[config.mk]
export PLATFORM = sky130hd
export DESIGN_NAME = vram_writer
export DESIGN_NICKNAME = d
export VERILOG_FILES = /design/src/rtl/vram_writer.sv
export SDC_FILE = /design/constraint.sdc
export NUM_CORES = 1
export LEC_CHECK = 0
export CORE_AREA = 4 4 107 109
export CTS_BUF_LIST = sky130_fd_sc_hd__clkbuf_8
export DETAILED_ROUTE_END_ITERATION = 12
export DIE_AREA = 0 0 111 113
export PLACE_DENSITY = 0.72
export SLEW_MARGIN = 20
export SYNTH_ARGS = -nofsm -noshare
export SYNTH_HDL_FRONTEND = slang
export SYNTH_SLANG_ARGS = --single-unit
export TNS_END_PERCENT = 100
[constraint.sdc]
create_clock -name i_clk -period 2.5 [get_ports i_clk]
set_input_delay 0.5 -clock i_clk [delete_from_list [all_inputs] [get_ports i_clk]]
set_output_delay 0.5 -clock i_clk [all_outputs]
set_load 0.1 [all_outputs]
[src/rtl/vram_writer.sv]
// Write-side engine for the 512-byte video frame memory: buffers CPU byte
// stores in a FIFO, performs a full-screen fill, and optionally gates writes to blanking.
module vram_writer #(
  parameter int unsigned ADDR_W     = 9,
  parameter int unsigned DATA_W     = 8,
  parameter int unsigned FIFO_DEPTH = 4,
  parameter bit          GATE_BLANK = 1'b1
) (
  input  logic              i_clk,
  input  logic              i_rst_n,
  input  logic              i_req_valid,
  input  logic [ADDR_W-1:0] i_req_addr,
  input  logic [DATA_W-1:0] i_req_data,
  output logic              o_req_ready,
  input  logic              i_fill_start,
  input  logic [DATA_W-1:0] i_fill_color,
  input  logic              i_blank,
  output logic              o_vram_we,
  output logic [ADDR_W-1:0] o_vram_waddr,
  output logic [DATA_W-1:0] o_vram_wdata,
  output logic              o_busy,
  output logic              o_fill_done
);

  localparam int unsigned PTR_W = (FIFO_DEPTH > 1) ? $clog2(FIFO_DEPTH) : 1;
  localparam int unsigned CNT_W = PTR_W + 1;

  typedef enum logic {S_IDLE, S_FILL} state_t;

  state_t            r_state, w_state_nxt;
  logic [ADDR_W-1:0] r_fifo_addr [FIFO_DEPTH];
  logic [DATA_W-1:0] r_fifo_data [FIFO_DEPTH];
  logic [PTR_W-1:0]  r_wr_ptr, r_rd_ptr;
  logic [CNT_W-1:0]  r_count, w_count_nxt;
  logic [ADDR_W-1:0] r_fill_cnt, w_fill_cnt_nxt;
  logic [DATA_W-1:0] r_fill_color, w_fill_color_nxt;
  logic              r_req_ready, r_vram_we, r_busy, r_fill_done;
  logic [ADDR_W-1:0] r_vram_waddr, w_waddr_nxt;
  logic [DATA_W-1:0] r_vram_wdata, w_wdata_nxt;
  logic              w_we_nxt, w_done_nxt, w_pop, w_push, w_ok, w_empty;

  assign w_ok    = (GATE_BLANK == 1'b0) | i_blank;
  assign w_empty = (r_count == '0);
  assign w_push  = i_req_valid & r_req_ready;

  // Next-state and next-output logic
  always_comb begin
    w_state_nxt      = r_state;
    w_pop            = 1'b0;
    w_we_nxt         = 1'b0;
    w_waddr_nxt      = r_vram_waddr;
    w_wdata_nxt      = r_vram_wdata;
    w_done_nxt       = 1'b0;
    w_fill_cnt_nxt   = r_fill_cnt;
    w_fill_color_nxt = r_fill_color;
    case (r_state)
      S_IDLE: begin
        if (!w_empty && w_ok) begin
          w_pop       = 1'b1;
          w_we_nxt    = 1'b1;
          w_waddr_nxt = r_fifo_addr[r_rd_ptr];
          w_wdata_nxt = r_fifo_data[r_rd_ptr];
        end
        if (i_fill_start) begin
          w_state_nxt      = S_FILL;
          w_fill_color_nxt = i_fill_color;
          w_fill_cnt_nxt   = '0;
        end
      end
      S_FILL: begin
        if (w_ok) begin
          w_we_nxt       = 1'b1;
          w_waddr_nxt    = r_fill_cnt;
          w_wdata_nxt    = r_fill_color;
          w_fill_cnt_nxt = r_fill_cnt + ADDR_W'(1);
          if (r_fill_cnt == {ADDR_W{1'b1}}) begin
            w_state_nxt = S_IDLE;
            w_done_nxt  = 1'b1;
          end
        end
      end
      default: w_state_nxt = S_IDLE;
    endcase
  end

  assign w_count_nxt = r_count + CNT_W'(w_push) - CNT_W'(w_pop);

  always_ff @(posedge i_clk or negedge i_rst_n) begin
    if (!i_rst_n) begin
      r_state      <= S_IDLE;
      r_wr_ptr     <= '0;
      r_rd_ptr     <= '0;
      r_count      <= '0;
      r_fill_cnt   <= '0;
      r_fill_color <= '0;
      r_req_ready  <= 1'b1;
      r_vram_we    <= 1'b0;
      r_vram_waddr <= '0;
      r_vram_wdata <= '0;
      r_busy       <= 1'b0;
      r_fill_done  <= 1'b0;
    end else begin
      r_state      <= w_state_nxt;
      r_wr_ptr     <= r_wr_ptr + PTR_W'(w_push);
      r_rd_ptr     <= r_rd_ptr + PTR_W'(w_pop);
      r_count      <= w_count_nxt;
      r_fill_cnt   <= w_fill_cnt_nxt;
      r_fill_color <= w_fill_color_nxt;
      r_req_ready  <= (w_count_nxt != CNT_W'(FIFO_DEPTH));
      r_vram_we    <= w_we_nxt;
      r_vram_waddr <= w_waddr_nxt;
      r_vram_wdata <= w_wdata_nxt;
      // Held high through the final write so busy drops the cycle after it
      r_busy       <= (w_state_nxt == S_FILL) | (w_count_nxt != '0) | w_we_nxt;
      r_fill_done  <= w_done_nxt;
    end
  end

  // FIFO storage needs no reset; occupancy is tracked by the pointers
  always_ff @(posedge i_clk) begin
    if (w_push) begin
      r_fifo_addr[r_wr_ptr] <= i_req_addr;
      r_fifo_data[r_wr_ptr] <= i_req_data;
    end
  end

  assign o_req_ready  = r_req_ready;
  assign o_vram_we    = r_vram_we;
  assign o_vram_waddr = r_vram_waddr;
  assign o_vram_wdata = r_vram_wdata;
  assign o_busy       = r_busy;
  assign o_fill_done  = r_fill_done;

endmodule

==> results.md <==
* Post-Syn Area at roughly 0.0047 mm^2
* Fmax at about 0.42 GHz
* ANT cells at 0
* Layout area overhead at 22.5%
* CTS tree: built
* CP Class: register to register
* CTS buffer count at 17
* Main combinational cell family by area after synthesis: simple AND/OR/NAND/NOR gates
* IO Port Bufs at 50
* Final min period at 2.40 ns
* CP max stage delay at 0.48 ns
* Clock sink count at between 100 and 150
* Average size of a mapped cell at roughly 14 um^2
* RSZ-0062 raised after global routing: false
* Final slew viol count at 0
* Vias at between 2000 and 3000
* Synthesis-stage register bit count at ~110
* Lkg Pwr at between 0.002 and 0.0025 uW
* Final period util at a little over nine tenths
* Simple-Gate Fraction of Synth Area at 9.49%
* # IOs at around 50
* Setup WS pre-CTS at -0.00966 ns
* Layout cell share with drive strength beyond 1 at between 10% and 20%
* Crit path max fanout at 3
* Drt first pass iters at 4
* Worst path cell trace: or3_4, and3b_1, xnor2_1, ha_1, fa_1, nor2_2, nand2_1, a211o_1
* CTS max path bufs at 2
* Sw Share at roughly a third
* Final #Nets at roughly 430
* CP required at about 2.8 ns
* Pint at 3750 uW
* Status: finished clean
* Iter 0 DRT Violations at ~130
* Detailed placer's ending HPWL at 5.99 mm
* Worst EP arrival at around 2.7 ns
* Clock transition at path regs at about 0.07 ns
* Largest net degree at the start of global routing at 34
* Antenna viol nets, final at 0
* Routed len/inst at about 17 um
* Setup WS post-layout at between 0.09 and 0.1 ns
* EDFF count, synth at roughly 70
* Initial core utilization at between 40% and 50%
* Post-Synth XOR/XNOR Area at 1.13%
* Num rows at 38
* Fin area at around 0.0057 mm^2
* Global route overflow at 0
* Final Hold Vio Count at 0
* Compound-Gate Fraction of Synth Area at 7.77%
* Setup crit end kind: register
* Die Area at approximately 0.013 mm^2
* Post-Syn Nets at about 360
* Mapped Cells at 322
* Max VDD drop at between 0.3 and 0.4 mV
* Max cap viols at 0
* Multiplexer share of the synthesized area at roughly 8.6%
* Initial antenna violation count at 0
* Final setup violation count at 0
* CP delay by family, top: simple AND/OR/NAND/NOR gates
* Post-CTS Setup Inserts at 0
* Worst slew pin tran at 1.06 ns
* Placed Instance Area at 0.00529 mm^2
* Routed wire length at just over 9 mm
* DRC at 0
* Vias in the first global route at approximately 2900
* Sw Pwr at approximately 1700 uW
* Sequential share of the synthesized area at between 60% and 70%
* Via density at between 5 and 6
* Synth Flop Type: edfxtp_1
* Ys Warns at 0
* TNS Setup at 0 ns
* Slew headroom at 28.9%
* Hold WC Path Type: input pin to async pin
* GPL Wtd Cong at 0.778
* Max Clock Skew at slightly above 0.009 ns
* CTS H-Tree Depth at 4
* First-pass GRT wire length at approximately 15 mm
* CP max-delay cell: fa_1
* Setup crit start kind: register
* Clock Tree Root: clkbuf_8
* Die X-Extent at around 110 um
* Core area at ~0.011 mm^2
* Clk pwr share at between 30 and 40%
* Pwr Density at between 900 and 1000 mW/mm^2
* Synth Area in Adders at under 10%
* WP buf/inv at 0
* Asr flop ratio synth at between 40 and 50%
* Post-synth cell types at 42
* Worst skew pair latency at roughly 0.42 ns
* Comb power frac at 21.8%
* Seq pwr share at 47.2%
* Die height at between 100 and 150 um
* GRT Total Usage at 15.7%
cells in the mapped netlist, types with 5 or more instances:
master / instances / area share, %
mux2i_1: 40 / 8.6
nor2b_1: 17 / 2.3
a221o_1: 16 / 3.4
dfrtp_1: 45 / 24
buf_2: 5 / 0.54
o21ai_1: 8 / 0.86
o21ai_0: 6 / 0.65
edfxtp_1: 68 / 44
buf_6: 5 / 1.2
inv_1: 5 / 0.40
nand2_1: 53 / 4.3
worst paths after layout:
path	from	end	slack, ns	depth (start not counted)
min	i_rst_n	o_vram_waddr[4]$_DFFE_PN0P_	0.15	1
max reg2reg	r_count[0]$_DFF_PN0_	o_busy$_DFF_PN0_	0.1	8
max	r_count[0]$_DFF_PN0_	o_busy$_DFF_PN0_	0.1	8
max in group asynchronous	i_rst_n	o_vram_waddr[6]$_DFFE_PN0P_	1.65	2
min in group i_clk	o_vram_waddr[3]$_DFFE_PN0P_	o_vram_waddr[3]$_DFFE_PN0P_	0.49	2
min reg2reg	o_vram_waddr[3]$_DFFE_PN0P_	o_vram_waddr[3]$_DFFE_PN0P_	0.49	2
worst reg2reg max path: stages, from the launching register on:
cell and delay [ns]:
dfrtp_1 0.43, or3_4 0.39, and3b_1 0.22, xnor2_1 0.14, ha_1 0.19, fa_1 0.48
nor2_2 0.15, nand2_1 0.06, a211o_1 0.22
metrics by stage:
stage / utilization (%) / hold WS [ns] / cells / total power, uW
after floorplan: - / 0.204 / 322 / 3390
after CTS: 53.7 / 0.157 / 544 / 5500
final: 53.8 / 0.150 / 544 / 5460
after global placement: 49.9 / 0.461 / 512 / 3750
after global routing: 53.8 / 0.194 / 544 / 5720
after detailed placement: 49.9 / 0.471 / 512 / 3790
logic make-up (layout without fill, tap and decap cells):
kind of cell / after synthesis / after routing
adder cells (fa/ha/maj): 5 / 5
buffers and inverters: 21 / 103
AO/OA/AOI/OAI: 44 / 44
flip-flops: 114 / 114
XOR/XNOR: 6 / 6
multiplexers: 40 / 40
AND/OR/NAND/NOR: 92 / 92
layout make-up:
class / instances / area (um^2)
Clock inverter: 14 / 150
Fill cell: 875 / 4900
Multi-Input combinational cell: 187 / 1350
Timing Repair Buffer: 66 / 563
Tap cell: 140 / 175
Inverter: 5 / 18.8
Clock buffer: 18 / 248
Sequential cell: 114 / 3200
registers in the layout, indices dropped and copies added (netlist names), 2 cells and up:
name / cells
o_vram_wdata: 8
r_fifo_addr: 36
r_fifo_data: 32
r_fill_cnt: 9
o_vram_waddr: 9
r_wr_ptr: 2
r_fill_color: 8
r_rd_ptr: 2
r_count: 3
power by group through the flow:
stage / Combinational (uW) / Sequential [uW] / Clock, uW
floorplan: 454 / 2940 / 0
global placement: 1150 / 2590 / 0
detailed placement: 1180 / 2610 / 0
CTS: 1190 / 2580 / 1730
global route: 1280 / 2610 / 1830
finish: 1190 / 2580 / 1690
timing repair:
action,4_1_cts,5_1_grt
hold buffers,0,0
setup endpoints to repair,0,1
gates resized for setup,0,2
routing by layer:
| metal | part of all wire (%) | GRT usage, % | vias up |
|---|---|---|---|
| met3 | 4.5 | 4.17 | 14 |
| met2 | 50 | 25.4 | 61 |
| met5 | 0 | 0 | - |
| li1 | - | - | 1321 |
| met4 | 2.0 | 8.13 | 0 |
| met1 | 44 | 19.4 | 1353 |
cell usage in the layout (no fill, tap or decap), drive strengths merged:
master          n
a22oi           1
nor2b          18
mux2i          40
nor3b           2
o21ai          17
nor3            1
edfxtp         68
and3b           1
a21oi           2
clkdlybuf4s50  28
and3            4
dfstp           1
inv             9
a211o           1
ha              4
xor2            4
bufinv          3
buf            38
a221o          16
o41ai           1
nor2            5
o31a            1
fa              1
or3             1
nand3           1
clkinv          3
and2            1
a22o            3
nand2          53
nand4           3
dfrtp          45
a31oi           1
clkbuf         18
xnor2           2
a41o            1
nand2b          1
and4b           1
clkinvlp        4
No activity file was read; power rests on OpenSTA's default activity.
